<file path="config.mk">
export PLATFORM = sky130hd
export DESIGN_NAME = queue_cntrl_mc
export DESIGN_NICKNAME = d
export VERILOG_FILES = /design/src/rtl/q_pkg.sv /design/src/rtl/queue_cntrl_mc_ch.sv /design/src/rtl/queue_cntrl_mc.sv
export SDC_FILE = /design/constraint.sdc
export NUM_CORES = 1
export LEC_CHECK = 0
export CAP_MARGIN = 20
export CORE_UTILIZATION = 40
export DETAILED_ROUTE_END_ITERATION = 12
export PLACE_DENSITY_LB_ADDON = 0.05
export SKIP_CTS_REPAIR_TIMING = 1
export SYNTH_ARGS = -nofsm -noshare
export SYNTH_HDL_FRONTEND = slang
export SYNTH_SLANG_ARGS = --single-unit
export TNS_END_PERCENT = 5
</file>
<file path="constraint.sdc">
create_clock -name clk -period 1.8 [get_ports clk]
set_clock_uncertainty 0.05 [all_clocks]
set_input_delay 0.27 -clock clk [delete_from_list [all_inputs] [get_ports clk]]
set_output_delay 0.27 -clock clk [all_outputs]
set_load 0.02 [all_outputs]
</file>
<file path="src/rtl/q_pkg.sv">
// -----------------------------------------------------------------------------
// q_pkg
// Shared definitions for the multi-channel queue pointer controller.
//   ch_w()   : width of a channel index, never below 1 bit
//   addr_w() : entry-index width for an N-deep channel
//   cnt_w()  : pointer/occupancy width (entry index plus one wrap bit)
//   ch_req_t : per-channel decoded request bundle (push/pop/flush)
// -----------------------------------------------------------------------------
package q_pkg;

  function automatic int ch_w(input int ch);
    return (ch > 1) ? $clog2(ch) : 1;
  endfunction

  function automatic int addr_w(input int n);
    return $clog2(n);
  endfunction

  function automatic int cnt_w(input int n);
    return $clog2(n) + 1;
  endfunction

  typedef struct packed {
    logic push;
    logic pop;
    logic flush;
  } ch_req_t;

endpackage

</file>
<file path="src/rtl/queue_cntrl_mc_ch.sv">
// -----------------------------------------------------------------------------
// queue_cntrl_mc_ch
// Pointer pair, status flags and sticky error bits for one circular FIFO.
// Both pointers carry one wrap bit above the entry index, so occupancy is a
// plain modulo subtraction and full/empty are told apart by the wrap bit.
//
// Optional feature macro: Q_QUEUE_CNTRL_MC_ERR_EN
//   defined   : push to full / pop from empty is refused and flagged
//   undefined : requests pass unconditionally, error outputs tied low
//
// Ports
//   clk, rst            clock, synchronous active-high reset
//   i_push/i_pop/i_flush  requests already decoded for this channel
//   o_push_ok/o_pop_ok  request accepted this cycle (drives RAM strobes)
//   o_wr_idx/o_rd_idx   entry index of the current write/read pointer
//   o_full/o_empty/o_afull/o_cnt  status from registered pointers
//   o_ovf_err/o_unf_err sticky error flags
// -----------------------------------------------------------------------------
module queue_cntrl_mc_ch
  import q_pkg::*;
#(
  parameter int N         = 8,
  parameter int AF_THRESH = N - 2,
  localparam int ADDR_W   = addr_w(N),
  localparam int CNT_W    = cnt_w(N)
) (
  input  logic              clk,
  input  logic              rst,
  input  logic              i_push,
  input  logic              i_pop,
  input  logic              i_flush,
  output logic              o_push_ok,
  output logic              o_pop_ok,
  output logic [ADDR_W-1:0] o_wr_idx,
  output logic [ADDR_W-1:0] o_rd_idx,
  output logic              o_full,
  output logic              o_empty,
  output logic              o_afull,
  output logic [CNT_W-1:0]  o_cnt,
  output logic              o_ovf_err,
  output logic              o_unf_err
);

  localparam logic [CNT_W-1:0] AF_LVL = CNT_W'(AF_THRESH);

  logic [CNT_W-1:0] wr_ptr_q, wr_ptr_d;
  logic [CNT_W-1:0] rd_ptr_q, rd_ptr_d;

  assign o_empty  = (wr_ptr_q == rd_ptr_q);
  assign o_full   = (wr_ptr_q[CNT_W-1] != rd_ptr_q[CNT_W-1]) &&
                    (wr_ptr_q[ADDR_W-1:0] == rd_ptr_q[ADDR_W-1:0]);
  assign o_cnt    = wr_ptr_q - rd_ptr_q;
  assign o_afull  = (o_cnt >= AF_LVL);
  assign o_wr_idx = wr_ptr_q[ADDR_W-1:0];
  assign o_rd_idx = rd_ptr_q[ADDR_W-1:0];

`ifdef Q_QUEUE_CNTRL_MC_ERR_EN
  // Legality looks only at registered state: a same-cycle pop does not make
  // room for a push, and a same-cycle push does not feed a pop.
  logic ovf_q, ovf_d;
  logic unf_q, unf_d;

  assign o_push_ok = i_push && !i_flush && !o_full;
  assign o_pop_ok  = i_pop  && !i_flush && !o_empty;
  assign ovf_d     = ovf_q || (i_push && !i_flush && o_full);
  assign unf_d     = unf_q || (i_pop  && !i_flush && o_empty);

  always_ff @(posedge clk) begin
    if (rst) begin
      ovf_q <= 1'b0;
      unf_q <= 1'b0;
    end else begin
      ovf_q <= ovf_d;
      unf_q <= unf_d;
    end
  end

  assign o_ovf_err = ovf_q;
  assign o_unf_err = unf_q;
`else
  // Caller guarantees legality; an illegal op simply walks the pointer.
  assign o_push_ok = i_push && !i_flush;
  assign o_pop_ok  = i_pop  && !i_flush;
  assign o_ovf_err = 1'b0;
  assign o_unf_err = 1'b0;
`endif

  always_comb begin
    // NOTE: every always_comb output gets a default first so no path can
    // leave it unassigned and infer a latch.
    wr_ptr_d = wr_ptr_q;
    rd_ptr_d = rd_ptr_q;
    if (i_flush) begin
      wr_ptr_d = '0;
      rd_ptr_d = '0;
    end else begin
      if (o_push_ok) wr_ptr_d = wr_ptr_q + 1'b1;
      if (o_pop_ok)  rd_ptr_d = rd_ptr_q + 1'b1;
    end
  end

  // NOTE: sequential state uses non-blocking assignments so every register
  // samples the pre-edge value of its neighbours, independent of block order.
  always_ff @(posedge clk) begin
    if (rst) begin
      wr_ptr_q <= '0;
      rd_ptr_q <= '0;
    end else begin
      wr_ptr_q <= wr_ptr_d;
      rd_ptr_q <= rd_ptr_d;
    end
  end

endmodule

</file>
<file path="src/rtl/queue_cntrl_mc.sv">
// -----------------------------------------------------------------------------
// queue_cntrl_mc
// Multi-channel queue pointer controller. CH circular FIFOs of N entries each
// are statically partitioned in one shared RAM; the RAM address is
// {channel, entry index}. One push and one pop per cycle, each tagged with a
// channel, plus a per-channel flush.
//
// Optional feature macro: Q_QUEUE_CNTRL_MC_ERR_EN (overflow/underflow
// protection with sticky error flags; see queue_cntrl_mc_ch).
//
// Ports
//   clk, rst                 clock, synchronous active-high reset
//   i_push, i_push_ch        push request and its channel
//   i_pop,  i_pop_ch         pop request and its channel
//   i_flush, i_flush_ch      flush request and its channel
//   o_wr_en, o_wr_addr       RAM write strobe/address (combinational)
//   o_rd_en, o_rd_addr       RAM read strobe/address (combinational)
//   o_full/o_empty/o_afull   per-channel status, one bit per channel
//   o_cnt                    per-channel occupancy, channel c at [c*CNT_W +: CNT_W]
//   o_ovf_err/o_unf_err      per-channel sticky error flags
// -----------------------------------------------------------------------------
module queue_cntrl_mc
  import q_pkg::*;
#(
  parameter int CH        = 4,
  parameter int N         = 8,
  parameter int AF_THRESH = N - 2,
  localparam int CH_W     = ch_w(CH),
  localparam int ADDR_W   = addr_w(N),
  localparam int CNT_W    = cnt_w(N)
) (
  input  logic                   clk,
  input  logic                   rst,
  input  logic                   i_push,
  input  logic [CH_W-1:0]        i_push_ch,
  input  logic                   i_pop,
  input  logic [CH_W-1:0]        i_pop_ch,
  input  logic                   i_flush,
  input  logic [CH_W-1:0]        i_flush_ch,
  output logic                   o_wr_en,
  output logic [CH_W+ADDR_W-1:0] o_wr_addr,
  output logic                   o_rd_en,
  output logic [CH_W+ADDR_W-1:0] o_rd_addr,
  output logic [CH-1:0]          o_full,
  output logic [CH-1:0]          o_empty,
  output logic [CH-1:0]          o_afull,
  output logic [CH*CNT_W-1:0]    o_cnt,
  output logic [CH-1:0]          o_ovf_err,
  output logic [CH-1:0]          o_unf_err
);

  ch_req_t [CH-1:0]  req;
  logic    [CH-1:0]  push_ok;
  logic    [CH-1:0]  pop_ok;
  logic [ADDR_W-1:0] wr_idx [CH];
  logic [ADDR_W-1:0] rd_idx [CH];
  logic [ADDR_W-1:0] wr_lo;
  logic [ADDR_W-1:0] rd_lo;

  // Channel decode. Indices >= CH match no channel and are dropped. Requests
  // are masked during reset so the RAM sees no strobe while state clears.
  always_comb begin
    req   = '0;
    wr_lo = '0;
    rd_lo = '0;
    for (int c = 0; c < CH; c++) begin
      req[c].push  = i_push  && !rst && (i_push_ch  == CH_W'(c));
      req[c].pop   = i_pop   && !rst && (i_pop_ch   == CH_W'(c));
      req[c].flush = i_flush && !rst && (i_flush_ch == CH_W'(c));
      if (i_push_ch == CH_W'(c)) wr_lo = wr_idx[c];
      if (i_pop_ch  == CH_W'(c)) rd_lo = rd_idx[c];
    end
  end

  for (genvar c = 0; c < CH; c++) begin : g_ch
    queue_cntrl_mc_ch #(
      .N         (N),
      .AF_THRESH (AF_THRESH)
    ) u_ch (
      .clk       (clk),
      .rst       (rst),
      .i_push    (req[c].push),
      .i_pop     (req[c].pop),
      .i_flush   (req[c].flush),
      .o_push_ok (push_ok[c]),
      .o_pop_ok  (pop_ok[c]),
      .o_wr_idx  (wr_idx[c]),
      .o_rd_idx  (rd_idx[c]),
      .o_full    (o_full[c]),
      .o_empty   (o_empty[c]),
      .o_afull   (o_afull[c]),
      .o_cnt     (o_cnt[c*CNT_W +: CNT_W]),
      .o_ovf_err (o_ovf_err[c]),
      .o_unf_err (o_unf_err[c])
    );
  end

  // At most one channel can accept per direction, so OR-reducing is a select.
  assign o_wr_en   = |push_ok;
  assign o_rd_en   = |pop_ok;
  assign o_wr_addr = {i_push_ch, wr_lo};
  assign o_rd_addr = {i_pop_ch, rd_lo};

endmodule

</file>
# After elaboration in Yosys (flattened, before gate mapping)
# Index checks and enable logic that the tools add are counted.
# W data, S select, Z words.
[totals]
ff_bits = 32
inputBits = 11
output_inout_bits = 48
elab_cells = 94
[op_classes]
addsub = 12
order_cmp = 4
n_eq_ne = 21
mux = 8
n_reduce_logical = 41
[op_table]
columns = ["operator", "n"]
rows = [
  ["$add A4 B1 Y4 const B", 8],
  ["$logic_and A1 B1 Y1", 27],
  ["$mux W3", 8],
  ["$eq A4 B4 Y1", 4],
  ["$ge A4 B3 Y1 const B", 4],
  ["$sub A4 B4 Y4", 4],
  ["$eq A2 B2 Y1 const B", 6],
  ["$eq A3 B3 Y1", 4],
  ["$reduce_or A2 Y1", 4],
  ["$reduce_or A4 Y1", 2],
  ["$eq A2 B1 Y1 const B", 3],
  ["$logic_not A2 Y1", 3],
  ["$logic_not A1 Y1", 5],
  ["$ne A1 B1 Y1", 4],
]

# Longest topological paths before layout
# Gate-level depths: netlist of the first run.
[logic_depth]
word_depth = 6
mapped_depth = 8
mapped_depth_nobuf = 7

# Modules after synthesis
# A second synthesis of the first run with hierarchy kept.
[unflattened]
cells_unflattened = 303
hier_area_um2 = 2658.8
[by_module_without_submodules]
columns = ["module", "instances", "cells_each", "area_per_inst_um2", "seq_area_each_um2"]
rows = [
  ["queue_cntrl_mc_ch", 4, 69, 581.8, 160.2],
  ["queue_cntrl_mc", 1, 27, 331.6, 0.0],
]

# Worst setup path after synthesis of the first run
# Ideal clock, no wire load.
[synth_path]
kind = "register to output"
from = "reg g_ch[2].u_ch.wr_ptr_q[0]"
to = "out o_afull[2]"
arrival_ns = 1.777
required_time_ns = 1.480
slack_ns = -0.297
stages_incl_launch_ff = 9
path_buffers = 1
path_cell_list = "dfxtp_1 inv_1 ha_1 fa_1 inv_1 nand2_1 a21boi_0 a211o_1 buf_4"
[synth_via]
elab_chain_cells = 2
[synth_rtl]
columns = ["element", "line_no", "source"]
rows = [
  ["start: declaration", "queue_cntrl_mc_ch.sv:46", "logic [CNT_W-1:0] wr_ptr_q, wr_ptr_d;"],
  ["start signal: assignment", "queue_cntrl_mc_ch.sv:109", "wr_ptr_q <= wr_ptr_d;"],
  ["$sub A4 B4 Y4", "queue_cntrl_mc_ch.sv:52", "assign o_cnt = wr_ptr_q - rd_ptr_q;"],
  ["via o_cnt[9]", "queue_cntrl_mc.sv:47", "output logic [CH*CNT_W-1:0] o_cnt,"],
  ["$ge A4 B3 Y1", "queue_cntrl_mc_ch.sv:53", "assign o_afull = (o_cnt >= AF_LVL);"],
  ["end: declaration", "queue_cntrl_mc.sv:46", "output logic [CH-1:0] o_afull,"],
]
# The timed path passes the listed nets, and every way through them passes these cells.

# Worst setup path after layout of the first run
[layout_path]
from = "reg g_ch[0].u_ch.wr_ptr_q[0]"
to = "out o_afull[0]"
[layout_via]
elab_chain_cells = 2
[layout_rtl]
columns = ["element", "line_no"]
rows = [
  ["start: declaration", "queue_cntrl_mc_ch.sv:46"],
  ["start signal: assignment", "queue_cntrl_mc_ch.sv:109"],
  ["$sub A4 B4 Y4", "queue_cntrl_mc_ch.sv:52"],
  ["$ge A4 B3 Y1", "queue_cntrl_mc_ch.sv:53"],
]
# Every way passes these cells.

==> flow_summary_export.csv, run 1 <==
group,metric,value,unit
yosys,yosysWarnings,0,
power_and_ir_drop,switchingPower,462.4,µW
yosys,yosysMostFrequentCell,"nor2_1",
power_and_ir_drop,peakVddDrop,0.0003681,V
yosys,syn_inst,294,
route,wire_per_inst,12.68,µm
timing,setup_viol,19,
yosys,synth.area.top_cells,"dfxtp_1, ha_1, xnor2_1, buf_4, xor2_1",
timing,rsz0062_at_grt,"yes",
critical_path,critPathLaunch,"g_ch[0].u_ch.wr_ptr_q[0]",
route,drt-met1-wl,2.978,mm
clocking,clock_sinks,32,
min_path,min_to,"g_ch[3].u_ch.wr_ptr_q[0]",
clocking,root_buffer,"clkbuf_8",
route,dr.pass1.iters,4,
critical_path,ff2ff_setup_slack,0.65,ns
floorplan,die_x,82.10,µm
critical_path,path_cells,"inv_2 -> ha_4 -> fa_2 -> inv_2 -> a22oi_2 -> o2111ai_2 -> buf_6",
place,dp_cells,483,
route,first_iter_violations,61,
power_and_ir_drop,p_total,1.696,mW
final_layout,fillers,534,
floorplan,dieArea,6740,µm²
final_layout,drive_gt1_share,47.24,%
critical_path,cp_max_fo,2,
critical_path,path_common_cell,"inv_2",
final_layout,n_antenna_cell,0,
critical_path,critPathKind,"register to primary output",
power_and_ir_drop,powerDensity,430.5,nW/µm²
route,ant_nets,0,
critical_path,endpoint_kind,"primary output",
critical_path,start_kind,"register",
min_path,hp-class,"register to register",
clocking,cts_made_buffers,5,
floorplan,fp-row-count,28,
yosys,synth_area_per_cell,8.729,µm²
power_and_ir_drop,switching_share,27.26,%
critical_path,worst_path_max_delay_cell,"fa_2",
place,io_buffers,50,
yosys,yosysSeqAreaShare,24.96,%
clocking,clkTransAtPathRegs,0.07,ns
final_layout,fin_cells,492,
yosys,ys_types,37,
route,num_vias,2336,
critical_path,r2r_cells,4,
yosys,synth_top_area_share,24.96,%
timing,hold_ws,0.4688,ns
final_layout,areaGrowthSynthToFinish,53.53,%
route,met2_length,2.899,mm
clocking,h-tree-depth,2,
route,vias_per_cell,4.748,
global_routing,grt_usage,19.82,%
run_status,status,"finished, violations left",
clocking,cts_tree,"done",
power_and_ir_drop,p_leak,1.981,nW
critical_path,timing.rr.end,"g_ch[2].u_ch.rd_ptr_q[1]",
timing,finalMaxSlewViolations,0,
clocking,insertion_delay,0.28,ns
yosys,ys.flop_type,"dfxtp_1",
place,dp_hpwl,5.009,mm
power_and_ir_drop,sequentialPowerShare,42.4,%
critical_path,cp_slowest_stage_delay,0.58,ns
yosys,syn_area,2566,µm²
critical_path,crit_required,1.48,ns
global_routing,grt_pass1_wl,9.901,mm
job,maxCapViolCount,0,
global_routing,grt_pass1_vias,2109,
power_and_ir_drop,clkPwrFrac,35.6,%
route,top_layer,"met4",
floorplan,num_io_pins,59,
final_layout,nNetsFinal,452,
floorplan,core,6061,µm²
timing,final.setup.tns,-3.471,ns
timing,setup_ws,-0.4324,ns
yosys,synth_common_cells,"nor2_1, inv_1, dfxtp_1",
floorplan,dieHeight,82.10,µm
route,wl_met3,263,µm
power_and_ir_drop,p_int,1.234,mW
global_routing,globalRoute.totalOverflow,0,
critical_path,r2r-start,"g_ch[2].u_ch.rd_ptr_q[0]",
yosys,synth_top_cell_by_area,"dfxtp_1",
timing,fmax,0.4479,GHz
clocking,clock_path_buffers,2,
critical_path,cp.arrival,1.91,ns
yosys,synth-edff-count,0,
floorplan,start_util,42.34,%
min_path,min_delay_path_depth,3,
yosys,async_reset_ff_share,0,%
timing,period_minus_slack,2.232,ns
route,wl,6.241,mm
global_routing,antenna_found_initial,0,
yosys,ys_seq_elements,32,
timing,hold_viol_final,0,
place,place.gp.congestion,0.7941,
min_path,holdCritStartpoint,"g_ch[3].u_ch.wr_ptr_q[0]",
run_status,violations,"setup timing",
global_routing,grt_max_degree,10,
timing,timing.final.crit_share,124.0,%
power_and_ir_drop,comb_power_share,21.9,%
route,drc_errors,0,
logic make-up after synthesis:
logic type                 synth area share, %
other                                   0.1461
and+or+nand+nor                          19.80
DFF                                      24.96
xor gates and xnor gates                 13.65
buffers and inverters                    13.41
adders and majority gates                12.87
muxes                                    5.656
AOI/OAI and AO/OA                        9.508
sequential cells by signal (all words and copies together), names as in the netlist:
register	cells
g_ch.u_ch.rd_ptr_q	16
g_ch.u_ch.wr_ptr_q	16
layout by cell type, fill, tap and decap left out, drive strengths merged, types with 11 or more instances in the layout:
cell      n
buf     116
nor2     42
ha       20
clkbuf   13
inv      33
nand2    21
dfxtp    32
xor2     19
a21oi    11
xnor2    21
critical path, delay by kind of cell, from the launching register on:
kind	cells	cell delay [ns]
AOI/OAI and AO/OA	2	0.32
adders and majority gates	2	0.73
DFF	1	0.34
buffers and inverters	3	0.24
layer usage:
| metal | vias to the layer above | GRT usage, % |
|---|---|---|
| met5 | - | 0 |
| met4 | 0 | 7.368 |
| met3 | 9 | 3.846 |
| met2 | 54 | 32.15 |
| met1 | 1078 | 25.96 |
| li1 | 1195 | - |
cell type report:
cell class / instances / area [µm²] / share of cell area (%)
multi-input cells: 205 / 1838 / 46.65
well taps: 75 / 93.84 / 2.382
repair buffers: 140 / 1127 / 28.61
inverters: 33 / 126.4 / 3.207
flip-flops and latches: 32 / 658.1 / 16.70
clock buffers: 7 / 96.34 / 2.445
power groups by stage:
stage                     registers [mW]  clock network (mW)  logic (mW)
after floorplan                    0.738                   0       0.231
after global placement             0.735                   0       0.363
after detailed placement           0.735                   0       0.365
after CTS                          0.719               0.625       0.367
after global routing               0.720               0.646       0.405
final                              0.719               0.605       0.372
how the worst max path moves through the flow:
stage / to / cells past startpoint
2_1_floorplan: o_afull[2] / 8
3_3_place_gp: o_wr_addr[1] / 3
3_5_place_dp: o_afull[0] / 7
4_1_cts: o_afull[0] / 7
5_1_grt: o_afull[0] / 7
6_report: o_afull[0] / 7
through the flow:
step	util (%)	area (µm²)	worst slack (ns)
6_report	65.01	3940	-0.4324
2_1_floorplan	-	2614	-0.1343
3_3_place_gp	60.14	3645	-0.5369
4_1_cts	61.73	3741	-0.8732
3_5_place_dp	60.14	3645	-0.5618
5_1_grt	65.01	3940	-0.5016
No activity file was read; power rests on OpenSTA's default activity.
==> run 2: changes to the inputs <==
- SKIP_CTS_REPAIR_TIMING: 1 -> not set
==> flow_summary_export.csv, run 2 (synthesis results as in run 1) <==
group,metric,value,unit
run_status,status,"finished, violations left",
run_status,violations,"setup timing",
timing,hold_viol_final,0,
final_layout,final_common_cell,"buf_4",
power_and_ir_drop,peakVddDrop,0.0003683,V
power_and_ir_drop,powerDensity,442.9,nW/µm²
critical_path,start_kind,"register",
critical_path,endpoint_kind,"primary output",
final_layout,drive_gt1_share,43.37,%
min_path,hp-class,"register to register",
global_routing,globalRoute.totalOverflow,0,
final_layout,nNetsFinal,450,
timing,timing.final.crit_share,120.9,%
global_routing,antenna_found_initial,0,
floorplan,fp-row-count,28,
timing,setup_ws,-0.3766,ns
route,drc_errors,0,
final_layout,areaGrowthSynthToFinish,48.61,%
global_routing,grt_pass1_vias,2176,
route,wire_per_inst,12.64,µm
route,ant_nets,0,
place,place.gp.congestion,0.7941,
route,dr.pass1.iters,4,
clocking,cts_tree,"done",
route,first_iter_violations,65,
place,place_area,3645,µm²
route,num_vias,2309,
timing,setup_viol,19,
final_layout,postLayoutCellArea,3814,µm²
route,wl,6.194,mm
place,dp_hpwl,5.009,mm
clocking,cts_made_buffers,5,
timing,period_minus_slack,2.177,ns
timing,final.setup.tns,-3.722,ns
critical_path,cp.arrival,1.86,ns
critical_path,r2r-start,"g_ch[2].u_ch.rd_ptr_q[0]",
floorplan,dieArea,6740,µm²
final_layout,fillers,560,
global_routing,grt_max_degree,10,
place,io_buffers,50,
clocking,insertion_delay,0.29,ns
floorplan,core,6061,µm²
critical_path,critPathKind,"register to primary output",
clocking,root_buffer,"clkbuf_8",
global_routing,grt_usage,20.32,%
critical_path,critPathLaunch,"g_ch[3].u_ch.wr_ptr_q[0]",
route,vias_per_cell,4.712,
clocking,clock_path_buffers,2,
final_layout,fin_cells,490,
floorplan,num_io_pins,59,
global_routing,grt_pass1_wl,10.12,mm
timing,finalMaxSlewViolations,0,
floorplan,start_util,42.34,%
final_layout,biggestRegsByFlops,"g_ch.u_ch.rd_ptr_q: 16 flops, g_ch.u_ch.wr_ptr_q: 16 flops",
clocking,h-tree-depth,2,
clocking,clock_sinks,32,
final_layout,n_antenna_cell,0,
final_layout,most-common-layout-cells,"buf_4, nor2_1, inv_1",
floorplan,die_x,82.10,µm
min_path,holdCritStartpoint,"g_ch[3].u_ch.wr_ptr_q[0]",
power_and_ir_drop,p_leak,1.853,nW
place,dp_cells,483,
timing,rsz0062_at_grt,"yes",
critical_path,cp_max_fo,2,
critical_path,crit_required,1.48,ns
floorplan,dieHeight,82.10,µm
job,maxCapViolCount,0,
timing,fmax,0.4594,GHz
clocking,clkTransAtPathRegs,0.06,ns
[run 2: cell types whose count changed in the layout (fill, tap and decap cells not counted), moves of 4 or more]
cell	previous run	this run
buf_2	7	11
clkbuf_2	6	1
dlygate4sd2_1	0	8
dlymetal6s2s_1	9	0
[run 2: stage by stage]
stage	setup WS, ns	util, %	power [mW]	hold WS, ns
after floorplan	-0.1343	-	0.9697	0.4045
after global placement	-0.5369	60.14	1.098	0.4535
after detailed placement	-0.5618	60.14	1.100	0.4553
after CTS	-0.4504	62.22	1.703	0.4704
after global routing	-0.4514	62.92	1.759	0.4978
final	-0.3766	62.92	1.689	0.4686
[run 2: final cells by class]
cell class                 count  area (µm²)  area share [%]
clock buffer                   7       96.34           2.526
inverter                      33       123.9           3.248
multi-input combinational    205        1764           46.26
sequential                    32       654.4           17.16
tap                           75       93.84           2.461
timing repair buffer         138        1081           28.35
[run 2: worst max-delay path, stage by stage (launching register included)]
cell	delay, ns
dfxtp_2	0.33
inv_2	0.05
ha_4	0.15
fa_2	0.53
inv_2	0.04
a22oi_1	0.18
o2111ai_1	0.11
buf_2	0.17
[run 2: worst paths after layout]
path,slack (ns),to,depth (start not counted)
worst max-delay path,-0.38,o_afull[3],7
worst min-delay path,0.47,g_ch[3].u_ch.wr_ptr_q[0],3
worst max register to register,0.65,g_ch[2].u_ch.rd_ptr_q[1],4
worst min register to register,0.47,g_ch[3].u_ch.wr_ptr_q[0],3
[run 2: where the power goes]
part           leakage, nW  total (mW)  switching [mW]  internal, mW
Clock               0.0503       0.609           0.268         0.340
Sequential           0.264       0.721         0.00579         0.715
Combinational         1.54       0.360           0.189         0.171
[run 2: repair_timing]
action | in CTS | in global routing
pin swaps | 9 | 5
buffers inserted | 0 | 0
resized for setup | 165 | 20
setup endpoints to repair | 40 | 30
hold buffers | 0 | 0
[run 2: metal layers]
| metal | GRT usage [%] | up-vias | part of all wire (%) |
|---|---|---|---|
| met1 | 25.80 | 1059 | 48 |
| met5 | 0 | - | 0 |
| met2 | 33.72 | 51 | 46 |
| met3 | 4.286 | 9 | 4.5 |
| met4 | 7.544 | 0 | 1.6 |
| li1 | - | 1190 | - |
==> variant 1: new RTL, settings of run 2 <==
Set the parameter `CH` to 8 (it was 4).
--- a/src/rtl/queue_cntrl_mc.sv
+++ b/src/rtl/queue_cntrl_mc.sv
@@ -24,3 +24,3 @@
 #(
-  parameter int CH        = 4,
+  parameter int CH        = 8,
   parameter int N         = 8,
Ports: changed (11 resized); port bits go from 59 to 100. No check against the original RTL was run, so the function may have changed too.
==> variant 1 against run 2 <==
The flow still finishes with violations (setup timing); largest power group is now clock; critical path type unchanged; synthesized area increased by 110%; worst setup slack better by 0.018 ns; routed wire length grew to 2.6 times the old value; via count grew 120%; design area increased by 120%; power grew to 2.5 times the old value; clock power rose to 3.4 times the old value; sequential cell count up 32.
==> variant 1: results (changes against run 2) <==
| Metric | Value |
|---|---|
| Failing checks | setup timing (unchanged) |
| Port bufs | 83 (was 50) |
| NumNets Final | 910 (was 450) |
| Detailed router's first-iteration violation count | 210 (was 65) |
| Compound-Gate Fraction of Synth Area | 15.5% (was 9.51%) |
| Drt total wl | 16000 µm (was 6190 µm) |
| Status | finished with violations (unchanged) |
| Avg Vias per Cell | 4.99 (was 4.71) |
| CP max-delay cell | mux4_2 (was fa_2) |
| Placed insts | 998 (was 483) |
| Adder-cell share of the synthesized area | 12.4% (was 12.9%) |
| Hold depth | 2 (was 3) |
| Final setup vio count | 43 (was 19) |
| Vias in the first global route | 5062 (was 2176) |
| Gpl congestion | 0.885 (was 0.794) |
| Placed cell areas | 7550 µm² (was 3640 µm²) |
| Drt first pass iters | 5 (was 4) |
| Layout cells sized above 1 | 50.6% (was 43.4%) |
| Clock root cell | clkbuf_16 (was clkbuf_8) |
| Post-synthesis mux area share | 8.71% (was 5.66%) |
| Crit path from | g_ch[1].u_ch.wr_ptr_q[2] (was g_ch[3].u_ch.wr_ptr_q[0]) |
| CTS Buf Count | 9 (was 5) |
| Setup WS post-layout | -0.359 ns (was -0.377 ns) |
| Yosys cell types | 62 (was 37) |
| R2r endpoint | g_ch[5].u_ch.rd_ptr_q[3] (was g_ch[2].u_ch.rd_ptr_q[1]) |
| All-layer global routing usage | 24.7% (was 20.3%) |
| Post-DP HPWL | 12700 µm (was 5010 µm) |
[variant 1: area by class of cell]
class                           count  area [µm²]  share of cell area [%]
Clock buffer                       11         253                    3.01
Clock inverter                      5         103                    1.22
Inverter                           53         206                    2.46
Multi-Input combinational cell    442        4010                    47.8
Sequential cell                    64        1320                    15.8
Tap cell                          172         215                    2.56
Timing Repair Buffer              278        2290                    27.2
[variant 1: report_power, final]
part / internal, µW / switching (µW) / leakage, µW / total, µW
clock network: 1420 / 670 / 0.000172 / 2090
logic: 343 / 393 / 0.00315 / 736
registers: 1430 / 6.80 / 0.000533 / 1430
[variant 1: repair_timing]
item | in CTS | in global routing
setup endpoints to repair | 108 | 70
cloned | 2 | 0
gates resized for setup | 390 | 86
pin swaps | 30 | 36
setup buffers | 9 | 0
[variant 1: worst max-delay path, delay by kind of cell (launching register included)]
| family | cells | cell delay (ns) |
|---|---|---|
| buf+inv | 1 | 0.13 |
| flops | 1 | 0.34 |
| mux | 3 | 1.01 |
==> variant 2: new RTL, settings of run 2 <==
Without the edit above. Put a register stage on the output `o_ovf_err`. The value now appears one clock later. The other outputs are not delayed to match.
--- a/src/rtl/queue_cntrl_mc.sv
+++ b/src/rtl/queue_cntrl_mc.sv
@@ -51,2 +51,4 @@
 
+  logic [CH-1:0] o_ovf_err_d;
+
   ch_req_t [CH-1:0]  req;
@@ -92,3 +94,3 @@
       .o_cnt     (o_cnt[c*CNT_W +: CNT_W]),
-      .o_ovf_err (o_ovf_err[c]),
+      .o_ovf_err (o_ovf_err_d[c]),
       .o_unf_err (o_unf_err[c])
@@ -103,2 +105,6 @@
 
+  always_ff @(posedge clk) begin
+    o_ovf_err <= o_ovf_err_d;
+  end
+
 endmodule
Formal check against the unedited RTL: equivalent (equiv_simple and equiv_induct, registers matched by name and starting in step).
==> variant 2 against run 2 <==
Highest routed layer unchanged; via count shrank 2.3%; critical path depth is the same; the run still ends with setup timing left; first-iteration DRC count grew 4.6%; worst setup slack gained 0.23 ns; design area shrank 1.6%; synthesized area grew 3.3%; cell count shrank 6.9%; sequential cell count is the same; routed wire length shrank 1.6%; non-clock buffer count shrank 24; power shrank 6.4%.
==> variant 2: results (changes against run 2) <==
| Metric | Value |
|---|---|
| Fill cells | 578 (was 560) |
| Final setup vio count | 13 (was 19) |
| Setup WS post-layout | -0.145 ns (was -0.377 ns) |
| Met2 Use GR | 30.2% (was 33.7%) |
| Placed cell areas | 3610 µm² (was 3640 µm²) |
| Via count | 2257 (was 2309) |
| Detailed router's first-iteration violation count | 68 (was 65) |
| Yosys cell types | 38 (was 37) |
| Sequential share of the synthesized area | 24.2% (was 25.0%) |
| Compound-Gate Fraction of Synth Area | 4.44% (was 9.51%) |
| Drt total wl | 6090 µm (was 6190 µm) |
| Placed insts | 451 (was 483) |
| Clk_lat worst skew | 0.27 ns (was 0.29 ns) |
| Synth top area cells | dfxtp_1, ha_1, mux2i_1 (was dfxtp_1, ha_1, xnor2_1) |
| Synth top cells by count | dfxtp_1, buf_4, inv_1, nor2_1, mux2i_1 (was nor2_1, inv_1, dfxtp_1, buf_4) |
| First-pass GRT wire length | 9870 µm (was 10100 µm) |
| PostCTS Resize Cnt | 179 (was 165) |
| Worst vdd ir | 0.425 mV (was 0.368 mV) |
| Hold depth | 1 (was 3) |
| Failing checks | setup timing (unchanged) |
| Vias in the first global route | 2083 (was 2176) |
| Pre-CTS setup slack | -0.557 ns (was -0.562 ns) |
| Reg2Reg Launch Point | g_ch[3].u_ch.rd_ptr_q[0] (was g_ch[2].u_ch.rd_ptr_q[0]) |
| Layout cells sized above 1 | 40.9% (was 43.4%) |
| Hold path endpoint | g_ch[2].u_ch.wr_ptr_q[3] (was g_ch[3].u_ch.wr_ptr_q[0]) |
| Status | finished with violations (unchanged) |
variant 2: logic make-up after synthesis:
group           after synthesis
simple gates                102
buf+inv                      60
flops                        32
mux                          28
fa+ha+maj                    24
compound gates               20
xor+xnor                     20
other cells                   1
variant 2: area by class of cell:
class | instances | area, µm² | share of cell area [%]
well taps | 77 | 96.3 | 2.57
clock buffers | 5 | 68.8 | 1.83
repair buffers | 114 | 930 | 24.8
inverters | 26 | 97.6 | 2.60
flip-flops and latches | 32 | 658 | 17.5
multi-input cells | 202 | 1900 | 50.7
variant 2: metal layers:
metal  vias up  wire length, µm  part of all wire, %
li1       1156                -                    -
met1      1044             2910                   48
met2        53             2920                   48
met3         4              205                  3.4
met4         0               51                 0.84
met5         -                0                    0
variant 2: critical path, cell delays in order (launching register included):
cell and delay, ns:
dfxtp_2 0.33, inv_2 0.04, ha_4 0.15, fa_2 0.52, inv_2 0.04, nand2_1 0.05, o21ai_1 0.06, buf_4 0.16
variant 2: worst max path at each step:
| stage | from | to | slack, ns | depth (start not counted) |
|---|---|---|---|---|
| after floorplan | g_ch[0].u_ch.wr_ptr_q[0] | o_afull[0] | -0.002 | 7 |
| after global placement | i_flush_ch[1] | o_rd_en | -0.57 | 4 |
| after detailed placement | i_flush_ch[1] | o_wr_en | -0.56 | 4 |
| after CTS | g_ch[3].u_ch.rd_ptr_q[2] | o_cnt[15] | -0.18 | 6 |
| after global routing | g_ch[3].u_ch.wr_ptr_q[0] | o_afull[3] | -0.27 | 7 |
| final | g_ch[1].u_ch.wr_ptr_q[0] | o_afull[1] | -0.14 | 7 |
variant 2: report_power, final:
group	switching (µW)	internal, µW
Sequential	5.55	714
Clock	237	249
Combinational	193	183
